--- src/rtl/wb_arbiter_pkg.sv ---
`default_nettype none
// ============================================================================
// Module      : wb_arbiter_pkg
// Description : Shared writeback payload definitions. The field widths and
//               requester indices here are common to the writeback arbiter,
//               the ROB and the LSQ.
//               Contents: ROBID_W, ECAUSE_W, XLEN, WB_W (packed payload
//               width), req_idx_e (requester port numbering) and
//               wb_payload_t (packed writeback payload).
// Revision    : 1.0 - initial release
// ============================================================================
package wb_arbiter_pkg;

    localparam int ROBID_W  = 7;   // includes the ROB polarity bit
    localparam int ECAUSE_W = 5;
    localparam int XLEN     = 32;
    localparam int WB_W     = 1 + ECAUSE_W + ROBID_W + XLEN;

    // Fixed assignment of execution units to arbiter ports
    typedef enum logic [1:0] {
        REQ_ALU    = 2'd0,
        REQ_BRANCH = 2'd1,
        REQ_LSQ    = 2'd2,
        REQ_MULDIV = 2'd3
    } req_idx_e;

    typedef struct packed {
        logic                error;
        logic [ECAUSE_W-1:0] ecause;
        logic [ROBID_W-1:0]  robid;
        logic [XLEN-1:0]     result;
    } wb_payload_t;

endpackage : wb_arbiter_pkg
`default_nettype wire

--- src/rtl/wb_fifo.sv ---
`default_nettype none
// ============================================================================
// Module      : wb_fifo
// Description : DEPTH-entry circular-buffer FIFO for one writeback requester.
//               A push is ignored while full and a pop while empty; flush
//               clears all pointers and discards any same-cycle push/pop.
// Ports       : clk, rst       - clock, synchronous active-high reset
//               i_flush        - discard contents
//               i_push / i_din - write request and data
//               i_pop          - remove head entry
//               o_full/o_empty - occupancy flags (registered count only)
//               o_head         - data at the head of the queue
// Revision    : 1.0 - initial release
// ============================================================================
module wb_fifo
    import wb_arbiter_pkg::*;
#(
    parameter int DEPTH = 2,
    parameter int WIDTH = WB_W
) (
    input  logic             clk,
    input  logic             rst,
    input  logic             i_flush,
    input  logic             i_push,
    input  logic             i_pop,
    input  logic [WIDTH-1:0] i_din,
    output logic             o_full,
    output logic             o_empty,
    output logic [WIDTH-1:0] o_head
);

    localparam int c_addr_w = $clog2(DEPTH);
    localparam int c_cnt_w  = c_addr_w + 1;
    localparam logic [c_cnt_w-1:0] c_full = c_cnt_w'(DEPTH);

    logic [WIDTH-1:0]    mem_q [DEPTH];
    logic [WIDTH-1:0]    mem_d [DEPTH];
    logic [c_addr_w-1:0] head_q, head_d;
    logic [c_addr_w-1:0] tail_q, tail_d;
    logic [c_cnt_w-1:0]  count_q, count_d;
    logic                w_push;
    logic                w_pop;

    assign o_full  = (count_q == c_full);
    assign o_empty = (count_q == '0);
    assign o_head  = mem_q[head_q];

    // Gating on the registered full flag means a simultaneous pop can never
    // make room for a push in the same cycle.
    assign w_push = i_push & ~o_full;
    assign w_pop  = i_pop  & ~o_empty;

    always_comb begin
        mem_d   = mem_q;
        head_d  = head_q;
        tail_d  = tail_q;
        count_d = count_q;
        if (i_flush) begin
            head_d  = '0;
            tail_d  = '0;
            count_d = '0;
        end else begin
            if (w_push) begin
                mem_d[tail_q] = i_din;
                tail_d        = tail_q + c_addr_w'(1);   // wraps naturally
            end
            if (w_pop) begin
                head_d = head_q + c_addr_w'(1);
            end
            case ({w_push, w_pop})
                2'b10:   count_d = count_q + c_cnt_w'(1);
                2'b01:   count_d = count_q - c_cnt_w'(1);
                default: count_d = count_q;
            endcase
        end
    end

    always_ff @(posedge clk) begin
        if (rst) begin
            head_q  <= '0;
            tail_q  <= '0;
            count_q <= '0;
        end else begin
            head_q  <= head_d;
            tail_q  <= tail_d;
            count_q <= count_d;
        end
    end

    // Storage needs no reset: an entry is only read once count covers it.
    always_ff @(posedge clk) begin
        mem_q <= mem_d;
    end

endmodule : wb_fifo
`default_nettype wire

--- src/rtl/wb_arbiter.sv ---
`default_nettype none
// ============================================================================
// Module      : wb_arbiter
// Description : Shares the single ROB writeback port among NREQ execution
//               units. Each unit pushes into a private wb_fifo; a round-robin
//               arbiter drains one entry per cycle onto the registered wb_*
//               bus. rob_flush discards everything buffered.
// Ports       : clk, rst                   - clock, sync active-high reset
//               rob_flush                  - discard pending results
//               req_valid/req_ready        - per-requester handshake
//               req_error/ecause/robid/result - packed per-requester payload
//               wb_valid/error/ecause/robid/result - registered writeback beat
// Revision    : 1.0 - initial release
// ============================================================================
module wb_arbiter
    import wb_arbiter_pkg::*;
#(
    parameter int NREQ  = 4,
    parameter int DEPTH = 2
) (
    input  logic                     clk,
    input  logic                     rst,
    input  logic                     rob_flush,
    input  logic [NREQ-1:0]          req_valid,
    output logic [NREQ-1:0]          req_ready,
    input  logic [NREQ-1:0]          req_error,
    input  logic [ECAUSE_W*NREQ-1:0] req_ecause,
    input  logic [ROBID_W*NREQ-1:0]  req_robid,
    input  logic [XLEN*NREQ-1:0]     req_result,
    output logic                     wb_valid,
    output logic                     wb_error,
    output logic [ECAUSE_W-1:0]      wb_ecause,
    output logic [ROBID_W-1:0]       wb_robid,
    output logic [XLEN-1:0]          wb_result
);

    localparam int c_ptr_w = (NREQ > 1) ? $clog2(NREQ) : 1;

    wb_payload_t          fifo_head [NREQ];
    logic [NREQ-1:0]      fifo_full;
    logic [NREQ-1:0]      fifo_empty;
    logic [NREQ-1:0]      fifo_pop;

    logic [c_ptr_w-1:0]   rr_ptr_q, rr_ptr_d;
    logic [c_ptr_w-1:0]   grant_idx;
    logic                 grant_any;

    logic                 wb_valid_q, wb_valid_d;
    wb_payload_t          wb_data_q, wb_data_d;

    generate
        for (genvar gi = 0; gi < NREQ; gi++) begin : g_req
            wb_payload_t w_din;

            assign w_din.error  = req_error[gi];
            assign w_din.ecause = req_ecause[gi*ECAUSE_W +: ECAUSE_W];
            assign w_din.robid  = req_robid[gi*ROBID_W +: ROBID_W];
            assign w_din.result = req_result[gi*XLEN +: XLEN];

            assign fifo_pop[gi]  = grant_any && (grant_idx == c_ptr_w'(gi));
            assign req_ready[gi] = ~fifo_full[gi];

            wb_fifo #(
                .DEPTH (DEPTH),
                .WIDTH (WB_W)
            ) u_fifo (
                .clk     (clk),
                .rst     (rst),
                .i_flush (rob_flush),
                .i_push  (req_valid[gi]),
                .i_pop   (fifo_pop[gi]),
                .i_din   (w_din),
                .o_full  (fifo_full[gi]),
                .o_empty (fifo_empty[gi]),
                .o_head  (fifo_head[gi])
            );
        end
    endgenerate

    // Round-robin search: first non-empty FIFO at or after rr_ptr, modulo NREQ.
    always_comb begin
        int                 idx;
        logic [c_ptr_w-1:0] cand;
        idx       = 0;
        cand      = '0;
        grant_any = 1'b0;
        grant_idx = '0;
        for (int k = 0; k < NREQ; k++) begin
            idx  = (int'(rr_ptr_q) + k) % NREQ;
            cand = c_ptr_w'(idx);
            if (!grant_any && !fifo_empty[cand]) begin
                grant_any = 1'b1;
                grant_idx = cand;
            end
        end
    end

    always_comb begin
        rr_ptr_d   = rr_ptr_q;
        wb_valid_d = grant_any;
        wb_data_d  = wb_data_q;
        if (grant_any) begin
            rr_ptr_d  = c_ptr_w'((int'(grant_idx) + 1) % NREQ);
            wb_data_d = fifo_head[grant_idx];
        end
        // The FIFOs discard this cycle's pop themselves; only the beat and
        // the pointer need suppressing here.
        if (rob_flush) begin
            rr_ptr_d   = '0;
            wb_valid_d = 1'b0;
        end
    end

    always_ff @(posedge clk) begin
        if (rst) begin
            rr_ptr_q   <= '0;
            wb_valid_q <= 1'b0;
            wb_data_q  <= '0;
        end else begin
            rr_ptr_q   <= rr_ptr_d;
            wb_valid_q <= wb_valid_d;
            wb_data_q  <= wb_data_d;
        end
    end

    assign wb_valid  = wb_valid_q;
    assign wb_error  = wb_data_q.error;
    assign wb_ecause = wb_data_q.ecause;
    assign wb_robid  = wb_data_q.robid;
    assign wb_result = wb_data_q.result;

endmodule : wb_arbiter
`default_nettype wire
--- config.mk ---
export PLATFORM = sky130hd
export DESIGN_NAME = wb_arbiter
export DESIGN_NICKNAME = d
export VERILOG_FILES = /design/src/rtl/wb_arbiter_pkg.sv /design/src/rtl/wb_fifo.sv /design/src/rtl/wb_arbiter.sv
export SDC_FILE = /design/constraint.sdc
export NUM_CORES = 1
export LEC_CHECK = 0
export ABC_AREA = 1
export ABC_CLOCK_PERIOD_IN_PS = 7200
export CORE_MARGIN = 2
export CORE_UTILIZATION = 60
export CTS_BUF_LIST = sky130_fd_sc_hd__clkbuf_8 sky130_fd_sc_hd__clkbuf_16
export CTS_CLUSTER_DIAMETER = 100
export DETAILED_ROUTE_END_ITERATION = 6
export GPL_TIMING_DRIVEN = 0
export PLACE_DENSITY = 0.94
export SYNTH_ARGS = -nofsm -noshare
export SYNTH_HDL_FRONTEND = slang
export SYNTH_HIERARCHICAL = 1
export SYNTH_SLANG_ARGS = --single-unit
export TNS_END_PERCENT = 10
--- constraint.sdc ---
create_clock -name clk -period 7.2 [get_ports clk]
set_input_delay 1.44 -clock clk [delete_from_list [all_inputs] [get_ports clk]]
set_output_delay 1.44 -clock clk [all_outputs]
set_load 0.01 [all_outputs]
---- After elaboration in Yosys (flattened, before gate mapping) ----
Cells that the tools add are included.
cells by class
  eq/ne operators ......................... 15
  div/mod/pow operators ................... 0
  multiplexer cells ....................... 47
  bitwise gates (word level) .............. 26
  reduce and logical (&&, ||, !) cells .... 30
  multipliers ............................. 0
  add/sub/neg operators ................... 20
  shifts and indexed selects .............. 0
  $lt $le $gt $ge ......................... 17
operators by type and width
  operator                                                              count
  45-bit 2-to-1 mux                                                     18
  90-bit bitwise mux                                                    4
  45-bit demux with 1-bit select                                        4
  45-bit binary-select mux with 2-bit select                            1
  2-bit == test, second input constant                                  10
  2-bit >= comparator, second input constant                            8
  1-bit NOT with 2-bit output                                           8
  2-bit case mux with 2 select lines                                    4
  2-bit by 1-bit adder with 2-bit output, second input constant         6
  2-bit by 3-bit < comparator with 1-bit output, second input constant  4
  1-bit logical AND                                                     11
  2-bit by 1-bit == test with 1-bit output, second input constant       5
  2-bit zero test                                                       5
  1-bit NOT                                                             9
  1-bit adder, second input constant                                    8
  1-bit AND                                                             8
  1-bit binary-select mux with 2-bit select                             4
  2-bit by 1-bit < comparator with 1-bit output, second input constant  4
  1-bit 2-to-1 mux                                                      8
  2-bit 2-to-1 mux                                                      4
  2-bit AND reduction                                                   4
  2-bit nonzero test                                                    4
  2-bit by 1-bit subtractor with 2-bit output, second input constant    4
  1-bit zero test                                                       5
  4 further kinds                                                       5
word-level totals
  memory bits (read-only) ................. 0
  output and inout bits ................... 50
  register bits ........................... 424
  bits in writable memories ............... 0
  latch bits .............................. 0
  word-level logic and storage cells ...... 181
  memories kept ........................... 0
  input bits .............................. 187

---- Longest topological paths before layout ----
Gate-level depths: netlist of run 1.
  word-level depth ........................ 17
  mapped depth ............................ 22
  mapped depth without buffers ............ 21

---- Modules after synthesis ----
Netlist of run 1, hierarchy kept.
modules (own cells, without submodules)
  module      times used  area an instance (µm²)  seq. area each (µm²)  cells each
  wb_fifo     4           3513.4                  2782.7                272
  wb_arbiter  1           3987.6                  960.9                 709

---- Worst setup path before layout of run 1 ----
Ideal clock, no wire load.
  path kind ............................... input -> register
  start ................................... input req_valid[0]
  end ..................................... register g_req[0].u_fifo/mem_q[0] in the netlist's numbering (enable)
  required time ........................... 6.752 ns
  path buffers ............................ 0
  setup slack ............................. 3.173 ns
  stages on the path ...................... 4
  library setup time ...................... 0.448 ns
  arrival ................................. 3.579 ns
  cells stage by stage .................... inv_1 > nor2_4 > nand2_2 > nor2_1
between the ends
  longest elaborated chain between the ends .. 2
RTL lines
  element                               RTL line          RTL
  start: declaration                    wb_arbiter.sv:24  input logic [NREQ-1:0] req_valid,
  1-bit AND                             wb_fifo.sv:50     assign w_push = i_push & ~o_full;
  2-bit AND reduction (no source line)  -
  end signal: assignment                wb_fifo.sv:92     mem_q <= mem_d;
  end: declaration                      wb_fifo.sv:36     logic [WIDTH-1:0] mem_q [DEPTH];
No other way between the ends.
A chain may end at the register's enable or synchronous reset.

---- Worst setup path after layout of run 1 ----
  start ................................... input rob_flush
  end ..................................... register g_req[1].u_fifo/mem_q[82] in the netlist's numbering (enable)
between the ends
  longest elaborated chain between the ends .. 2
RTL lines
  element                               RTL line          RTL
  start: declaration                    wb_arbiter.sv:23  input logic rob_flush,
  1-bit NOT (no source line)            -
  2-bit AND reduction (no source line)  -
  end signal: assignment                wb_fifo.sv:92
  end: declaration                      wb_fifo.sv:36
No other way between the ends.

==> results.ini, run 1 <==
[run_status]
outcome=finished clean

[setup_path]
worst-setup-path-type=in -> reg
critPathMaxFanout=19
slowest_delay_ps=1120
worst-path-buf-inv=3
start_kind=primary input
arrival_ps=4090
timing.critical_path.required_ps=7440
cp-end-kind=register
path_cells=clkdlybuf4s50_1, nor3_4, buf_16, buf_8
critPathTopFamily=buffers and inverters
r2r_start=g_req[0].u_fifo/count_q[0]
rrSetupSlack_ps=3910
critical-path-slowest-cell=nor3_4
r2r.worst_path.cells=20
r2r-end=g_req[1].u_fifo/count_q[1]

[job]
max-cap-violations=0

[floorplan]
die_height_um=177
floorplan.die_area_um2=31500
core_region_area_um2=29600
initial_utilization_pct=60.9
die_x_um=177
ioPinCount=237
row_count=63

[clocking]
cts.hold.buffers_added=0
ctsHtreeMaxLevel=2
postCtsResizedCells=0
cts_tree=done
ctsLongestPathBuffers=3
clock_latency_on_the_worst_skew_pair_ps=540
cts_buffers=42
cts.clk_slew.worst_paths_ps=60
post-cts-setup-buffer-count=0
cts_num_sinks=424
cts.root.buffer_cell=clkbuf_16

[worst_hold_path]
worst_hold_path_type=reg -> reg
hold-path-endpoint=wb_result[28]
hold_path_startpoint=wb_result[28]
timing.hold.worst_path_depth=2

[yosys]
synth_top_area_share_pct=59.9
syn_inst=1797
yosysSeqAreaShare_pct=67.0
synth_top_cell_by_area=edfxtp_1
post-synth-top-count-cell=nand2_1
postSynth.topFlopCell=edfxtp_1
ys_async_sr_fraction_pct=0
yosysWarnings=6
ys_top_cells_by_area=edfxtp_1 60%, nand2_1 15%, dfxtp_1 7.1%
post_synth_num_cell_types=28
synth_commonest_cells=715 x nand2_1, 360 x edfxtp_1, 150 x nor2_1
synth-edff-count=360
synthesis.area_per_instance_um2=10.0
post_synth_instance_area_um2=18000
synth-seq-cells=424
synth.net_count=1988

[timing]
hold_viol_final=0
setup-violations-final=0
max_freq_ghz=0.260
post-route-period-util_pct=53.4
whs_ps=510
final_max_slew_violation_count=0
rsz0062_at_grt=no
fin_tns_setup_ps=0
timing.slew.headroom_pct=12.2
tightest_slew_ps=1310
clock_skew_ps=23.8
final.min_clock_period_ps=3850

[finish]
final_layout_size_suffix_gt1_share_pct=10.3
area_growth_syn_to_layout_pct=25.3
final_net_count=2280
sequential_cell_area_um2=12100
fillcell_total=1821
multiInputGateArea_um2=5010

[grt]
overflow_after_grt=0
via_count_of_the_first_global_routing_pass=14423
grt_antenna_before_repair=2
gr-usage-all-layers_pct=32.2
grt_start_max_net_pins=35
grt_first_pass_wirelength_um=76000

[routing]
viasPerCell=5.75
ant_nets=0
detailedRoute.firstPassIterationCount=7
drt-total-wl_um=50600
avgRoutedWirePerCell_um=20.1
drt_iter0_markers=2034
vias=14450
drc=0

[pwr]
power_density_over_the_cells_nw_per_um2=390
irDropWorstVdd_mv=0.254
leakagePower_nw=9.43

[place]
dp_hpwl_um=35200
gpl.final_weighted_congestion=0.909
io_buffer_count=236

## report_power, final
part | internal (W) | total, W | switching (W)
clock network | 0.00126 | 0.00216 | 0.000897
logic | 0.00121 | 0.00370 | 0.00249
registers | 0.00286 | 0.00296 | 0.000104
## worst reg2reg max path: stages (launching register included)
cell and delay, ps:
dfxtp_1 380, nor2_2 350, nand2_2 140, nand2_1 110, nand2_1 80, nand2_2 120
nand3_1 180, nor2_1 160, nor2_1 60, nand2_1 70, buf_2 260, buf_2 330
nand2_1 140, inv_1 70, inv_1 50, nor2_2 120, ha_1 270, inv_1 100
nand4_1 120, nand2_1 70, nor2_1 40
## layout by cell type, fill, tap and decap left out, types with 15 or more instances in the layout
master           synthesis  routed
nand2_1                715     715
nand3b_1                22      22
dfxtp_1                 64      64
inv_1                  123     135
clkbuf_16                0      43
nand3_1                142     142
o21ai_1                 23      23
o21ai_2                 15      15
inv_2                   16      16
nand2_2                 17      17
nor2_2                  16      16
edfxtp_1               360     360
nor2_1                 150     146
clkdlybuf4s50_1          0     236
buf_2                   52      52
## final cells by class
type                            instances  share of cell area [%]
Inverter                              139                    2.31
Sequential cell                       424                    53.5
Timing Repair Buffer                  248                    11.7
Buffer                                 83                    2.08
Multi-Input combinational cell       1151                    22.2
Antenna cell                            2                  0.0221
Clock inverter                         27                   0.869
Clock buffer                           50                    5.19
Tap cell                              390                    2.16
## stage by stage
step | utilization (%) | cell area (um2) | worst slack [ps] | std cells | total power (W)
6_report | 76.3 | 22600 | 3350 | 2514 | 0.00882
5_1_grt | 76.3 | 22600 | 3270 | 2514 | 0.00919
4_1_cts | 76.3 | 22600 | 3420 | 2512 | 0.00871
3_5_place_dp | 71.6 | 21200 | 2920 | 2435 | 0.00651
3_3_place_gp | 70.5 | 20900 | 1440 | 2423 | 0.00636
2_1_floorplan | - | 18000 | 3170 | 1797 | 0.00523
## flip-flops by register name, summed over array words and instances (netlist names)
| name | count |
|---|---|
| g_req.u_fifo/count_q | 8 |
| g_req.u_fifo/head_q | 4 |
| g_req.u_fifo/mem_q | 360 |
| g_req.u_fifo/tail_q | 4 |
| rr_ptr_q | 2 |
| wb_ecause | 5 |
| wb_error | 1 |
| wb_result | 32 |
| wb_robid | 7 |
| wb_valid | 1 |
## metal layers
layer / wire [um] / up-vias / global-route usage [%]
met2: 24300 / 999 / 53.2
met4: 3560 / 0 / 20.7
met5: 0 / - / 0
li1: - / 6455 / -
met3: 5290 / 212 / 5.76
met1: 17500 / 6784 / 39.1
## logic make-up after synthesis
| family | share of synthesized area (%) |
|---|---|
| AOI/OAI and AO/OA | 1.81 |
| DFF | 67.0 |
| buffers and inverters | 5.50 |
| adders and majority gates | 0.277 |
| xor gates and xnor gates | 0.194 |
| and+or+nand+nor | 25.2 |
## worst max path at each step
stage	endpoint	start	cells after the start	slack (ps)
final	g_req[1].u_fifo/mem_q[82]	rob_flush	4	3350
after floorplan	g_req[0].u_fifo/mem_q[0]	req_valid[0]	4	3170
after CTS	g_req[1].u_fifo/mem_q[47]	rob_flush	4	3420
after global routing	g_req[1].u_fifo/mem_q[79]	rob_flush	4	3270
after global placement	g_req[3].u_fifo/mem_q[35]	rob_flush	2	1440
after detailed placement	g_req[1].u_fifo/mem_q[82]	rob_flush	4	2920
Power figures use the tool's default switching activity.
==> inputs of run 2 (changes only) <==
--- a/config.mk
+++ b/config.mk
@@ -6,14 +6,14 @@
 export NUM_CORES = 1
 export LEC_CHECK = 0
 export ABC_AREA = 1
-export ABC_CLOCK_PERIOD_IN_PS = 7200
+export ABC_CLOCK_PERIOD_IN_PS = 3900
 export CORE_MARGIN = 2
-export CORE_UTILIZATION = 60
+export CORE_UTILIZATION = 55
 export CTS_BUF_LIST = sky130_fd_sc_hd__clkbuf_8 sky130_fd_sc_hd__clkbuf_16
 export CTS_CLUSTER_DIAMETER = 100
 export DETAILED_ROUTE_END_ITERATION = 6
 export GPL_TIMING_DRIVEN = 0
-export PLACE_DENSITY = 0.94
+export PLACE_DENSITY = 0.88
 export SYNTH_ARGS = -nofsm -noshare
 export SYNTH_HDL_FRONTEND = slang
 export SYNTH_HIERARCHICAL = 1
==> constraint.sdc (replaced) <==
create_clock -name clk -period 3.9 [get_ports clk]
set_input_delay 0.78 -clock clk [delete_from_list [all_inputs] [get_ports clk]]
set_output_delay 0.78 -clock clk [all_outputs]
set_load 0.01 [all_outputs]
==> results.ini, run 2 (synthesized netlist as in run 1, its figures left out) <==
[grt]
grt_antenna_before_repair=1
grt_first_pass_wirelength_um=72200
grt_start_max_net_pins=35
gr-usage-all-layers_pct=28.2
via_count_of_the_first_global_routing_pass=13557
overflow_after_grt=0

[floorplan]
ioPinCount=237
initial_utilization_pct=55.6
row_count=66
core_region_area_um2=32500
floorplan.die_area_um2=34300
die_height_um=185
die_x_um=185

[routing]
drc=0
drt_iter0_markers=1648
drt-total-wl_um=48200
ant_nets=0
vias=13930
viasPerCell=5.43
avgRoutedWirePerCell_um=18.8
detailedRoute.firstPassIterationCount=6

[timing]
hold_viol_final=0
final_max_slew_violation_count=0
post-route-period-util_pct=82.7
timing.slew.headroom_pct=19.8
tightest_slew_ps=1200
rsz0062_at_grt=no
max_freq_ghz=0.310
final.min_clock_period_ps=3230
setup-violations-final=0
clock_skew_ps=22.9

[setup_path]
critical_path.most_common_cell=nand2_1
arrival_ps=3690
timing.critical_path.required_ps=4370
critical-path-slowest-cell=dfxtp_1
critPathMaxFanout=10
path_cells=nor2_2, inv_1, nand2_1, nand2_1, nand2_1, nand2_2, nor2_1, nand4_1, nand2_1, buf_2, buf_2, nand2_1, inv_1, inv_1, nor2_2, ha_1, inv_1, nand2_1, nor2_1, nor2_1, nor2_1
r2r.worst_path.cells=21
cp-end-kind=register
start_kind=register
slowest_delay_ps=380
worst-setup-path-type=reg -> reg

[finish]
sequential_cell_area_um2=12100
layout.cells.most_common_list=715 x nand2_1, 360 x edfxtp_1, 236 x clkdlybuf4s50_1, 146 x nor2_1, 142 x nand3_1
final_net_count=2281
most_frequent_standard_cell_in_the_layout_excluding_fill_and_tap_cells=nand2_1
largest_register_ffs=360
multiInputGateArea_um2=5010
utilization_pct=69.6
area_growth_syn_to_layout_pct=25.2
fillcell_total=2247
final_layout_size_suffix_gt1_share_pct=10.1
registers.top_by_ff_count=g_req.u_fifo/mem_q

[clocking]
cts_tree=done
cts.clk_slew.worst_paths_ps=60
ctsLongestPathBuffers=3
cts.hold.buffers_added=0
post-cts-setup-buffer-count=0
clock_latency_on_the_worst_skew_pair_ps=540
cts_buffers=43
cts_num_sinks=424
ctsHtreeMaxLevel=2
cts.root.buffer_cell=clkbuf_16
postCtsResizedCells=0

[place]
io_buffer_count=236
dp_hpwl_um=35200
gpl.final_weighted_congestion=0.944

[pwr]
power_density_over_the_cells_nw_per_um2=706
seq_power_share_pct=34.4
combinationalPowerShare_pct=41.8
irDropWorstVdd_mv=0.506
leakagePower_nw=9.40
sw_frac_of_total_pct=39.2
power.internal_w=0.00970
power.total_w=0.0160
power.switching_w=0.00625
power.clock.fraction_pct=23.8

[worst_hold_path]
worst_hold_path_type=reg -> reg
timing.hold.worst_path_depth=2

[run_status]
outcome=finished clean

[job]
max-cap-violations=0

## run 2: cell type report
cell class	count	share of cell area (%)
Sequential cell	424	53.5
Multi-Input combinational cell	1151	22.2
Timing Repair Buffer	248	11.7
Clock buffer	48	5.17
Tap cell	442	2.45
Inverter	139	2.31
Buffer	83	2.08
Clock inverter	28	0.609
Antenna cell	1	0.0111
## run 2: power groups by stage
| stage | logic, W | clock network (W) | registers [W] |
|---|---|---|---|
| after floorplan | 0.00407 | 0 | 0.00558 |
| after global placement | 0.00623 | 0 | 0.00557 |
| after detailed placement | 0.00650 | 0 | 0.00556 |
| after CTS | 0.00655 | 0.00384 | 0.00547 |
| after global routing | 0.00724 | 0.00400 | 0.00550 |
| final | 0.00667 | 0.00380 | 0.00548 |
## run 2: worst max-delay path: cells and delay by family (launching register included)
| kind | cells | cell delay [ps] |
|---|---|---|
| buffers and inverters | 6 | 900 |
| adder cells (fa/ha/maj) | 1 | 260 |
| flip-flops | 1 | 380 |
| AND/OR/NAND/NOR | 14 | 1630 |
## run 2: final timing paths
| kind | slack, ps | endpoint | from |
|---|---|---|---|
| min reg2reg | 540 | wb_result[4] | wb_result[4] |
| min | 540 | wb_result[4] | wb_result[4] |
| max reg2reg | 670 | g_req[1].u_fifo/count_q[1] | g_req[2].u_fifo/count_q[0] |
| max | 670 | g_req[1].u_fifo/count_q[1] | g_req[2].u_fifo/count_q[0] |
## run 2: layer usage
layer  share of wire [%]  vias to the layer above  global-route usage [%]
met1                  36                     6518                    35.5
li1                    -                     6446                       -
met2                  49                      823                    48.0
met4                 4.4                        0                    12.8
met3                  10                      143                    4.74
met5                   0                        -                       0
## run 2: metrics by stage
stage	setup slack, ps	TNS (ps)	hold WS [ps]	instance area, um2	cells
3_5_place_dp	401	0	526	21300	2487
5_1_grt	412	0	564	22600	2564
2_1_floorplan	533	0	512	18000	1797
6_report	674	0	535	22600	2564
4_1_cts	771	0	536	22600	2563
3_3_place_gp	-1250	-392150	497	21000	2475
==> inputs of run 3 (changes only) <==
--- a/config.mk
+++ b/config.mk
@@ -6,7 +6,7 @@
 export NUM_CORES = 1
 export LEC_CHECK = 0
 export ABC_AREA = 1
-export ABC_CLOCK_PERIOD_IN_PS = 3900
+export ABC_CLOCK_PERIOD_IN_PS = 3310
 export CORE_MARGIN = 2
 export CORE_UTILIZATION = 55
 export CTS_BUF_LIST = sky130_fd_sc_hd__clkbuf_8 sky130_fd_sc_hd__clkbuf_16
==> constraint.sdc (replaced) <==
create_clock -name clk -period 3.31 [get_ports clk]
set_input_delay 0.662 -clock clk [delete_from_list [all_inputs] [get_ports clk]]
set_output_delay 0.662 -clock clk [all_outputs]
set_load 0.01 [all_outputs]
==> results.ini, run 3 (synthesized netlist as in run 1, its figures left out) <==
[routing]
drt-total-wl_um=48300
route.met2.wl_um=23600
drt_iter0_markers=1511
avgRoutedWirePerCell_um=18.8
wl_met3_um=4810
viasPerCell=5.42
ant_nets=0
route.layer.met1.wl_um=17700
vias=13895
drc=0
topRoutingLayerUsed=met4
detailedRoute.firstPassIterationCount=6

[timing]
clock_skew_ps=21.7
timing.slew.headroom_pct=18.5
final.min_clock_period_ps=3010
post-route-period-util_pct=91.0
rsz0062_at_grt=no
hold_viol_final=0
final_max_slew_violation_count=0
tightest_slew_ps=1220
max_freq_ghz=0.332
setup-violations-final=0
whs_ps=535

[run_status]
outcome=finished clean

[pwr]
leakagePower_nw=9.41
sw_frac_of_total_pct=39.2
seq_power_share_pct=34.3
power.internal_w=0.0114
power.clock.fraction_pct=23.8
combinationalPowerShare_pct=41.9
power.switching_w=0.00739
irDropWorstVdd_mv=0.597
power_density_over_the_cells_nw_per_um2=833

[setup_path]
r2r.worst_path.cells=21
timing.critical_path.required_ps=3770
rrSetupSlack_ps=300
start_kind=register
critPathMaxFanout=10
worst-setup-path-type=reg -> reg
r2r-end=g_req[1].u_fifo/count_q[1]
arrival_ps=3480
cp-end-kind=register
r2r_start=g_req[2].u_fifo/count_q[0]

[place]
dp_hpwl_um=35200
io_buffer_count=236
gpl.final_weighted_congestion=0.944

[floorplan]
row_count=66
die_x_um=185
floorplan.die_area_um2=34300
ioPinCount=237
core_region_area_um2=32500
die_height_um=185
initial_utilization_pct=55.6

[clocking]
cts_buffers=43
cts.root.buffer_cell=clkbuf_16
clock_latency_on_the_worst_skew_pair_ps=540
cts_num_sinks=424
cts.clk_slew.worst_paths_ps=60
ctsLongestPathBuffers=3
ctsHtreeMaxLevel=2
cts_tree=done

[finish]
layout.cells.most_common_list=715 x nand2_1, 360 x edfxtp_1, 236 x clkdlybuf4s50_1, 146 x nor2_1, 142 x nand3_1
area_growth_syn_to_layout_pct=25.4
fillcell_total=2237
utilization_pct=69.7
final_layout_size_suffix_gt1_share_pct=10.1
largest_register_ffs=360
most_frequent_standard_cell_in_the_layout_excluding_fill_and_tap_cells=nand2_1
final_net_count=2281
registers.top_by_ff_count=g_req.u_fifo/mem_q

[worst_hold_path]
worst_hold_path_type=reg -> reg
hold-path-endpoint=wb_result[4]
timing.hold.worst_path_depth=2
hold_path_startpoint=wb_result[4]

[job]
max-cap-violations=0

[grt]
gr-usage-all-layers_pct=28.2
grt_start_max_net_pins=35
via_count_of_the_first_global_routing_pass=13557
grt_first_pass_wirelength_um=72200
grt_antenna_before_repair=1
overflow_after_grt=0

[run 3: through the flow]
stage	setup WS, ps	instance area, um2	power [W]	setup TNS, ps	cells
after floorplan	60.9	18000	0.0114	0	1797
after global placement	-1720	21000	0.0139	-562070	2475
after detailed placement	-71.4	21300	0.0142	-1210	2487
after CTS	181	22600	0.0187	0	2563
after global routing	28.3	22600	0.0198	0	2564
final	297	22600	0.0188	0	2564
[run 3: area by class of cell]
cell class	count	area, um2	share of cell area, %
clock inverters	28	138	0.608
inverters	139	524	2.32
repair buffers	248	2640	11.7
well taps	442	553	2.44
multi-input cells	1151	5030	22.2
plain buffers	83	478	2.11
diodes	1	2.50	0.0111
clock buffers	48	1170	5.16
flip-flops and latches	424	12100	53.4
[run 3: critical path, cell delays in order, from the launching register on]
cell and delay [ps]:
dfxtp_1 390, nor2_4 230, inv_1 80, nand2_1 70
nand2_1 70, nand2_1 100, nand2_2 100, nor2_1 180
nand4_1 110, nand2_1 100, clkbuf_4 240, clkbuf_4 250
nand2_1 110, inv_1 60, inv_1 50, nor2_2 130
ha_1 260, inv_1 90, nand2_1 60, nor2_1 110
nor2_1 50, nor2_1 90
[run 3: power by group through the flow]
stage / clock network [W] / registers (W) / logic (W)
final: 0.00448 / 0.00646 / 0.00790
after global routing: 0.00471 / 0.00649 / 0.00856
after CTS: 0.00452 / 0.00645 / 0.00772
after detailed placement: 0 / 0.00655 / 0.00766
after global placement: 0 / 0.00656 / 0.00734
after floorplan: 0 / 0.00657 / 0.00480
[run 3: worst max-delay path by stage]
stage                                 endpoint  depth (start not counted)                       start  slack (ps)
floorplan             g_req[0].u_fifo/mem_q[0]                          4                req_valid[0]          60
global placement     g_req[3].u_fifo/mem_q[35]                          2                   rob_flush       -1720
detailed placement   g_req[0].u_fifo/mem_q[78]                          4                   rob_flush         -70
CTS                 g_req[1].u_fifo/count_q[1]                         21  g_req[2].u_fifo/count_q[0]         180
global route        g_req[1].u_fifo/count_q[1]                         21  g_req[2].u_fifo/count_q[0]          30
finish              g_req[1].u_fifo/count_q[1]                         21  g_req[2].u_fifo/count_q[0]         300
[run 3: repair_timing]
action | in CTS | in global routing
endpoints found under the setup margin | 0 | 5
buffers inserted | 0 | 0
resized for setup | 0 | 8
hold buffers | 0 | 0
[run 3: metal layers]
metal	GRT usage, %	vias to the layer above
met5	0	-
met3	4.74	153
li1	-	6444
met4	12.8	0
met1	35.5	6485
met2	48.0	813
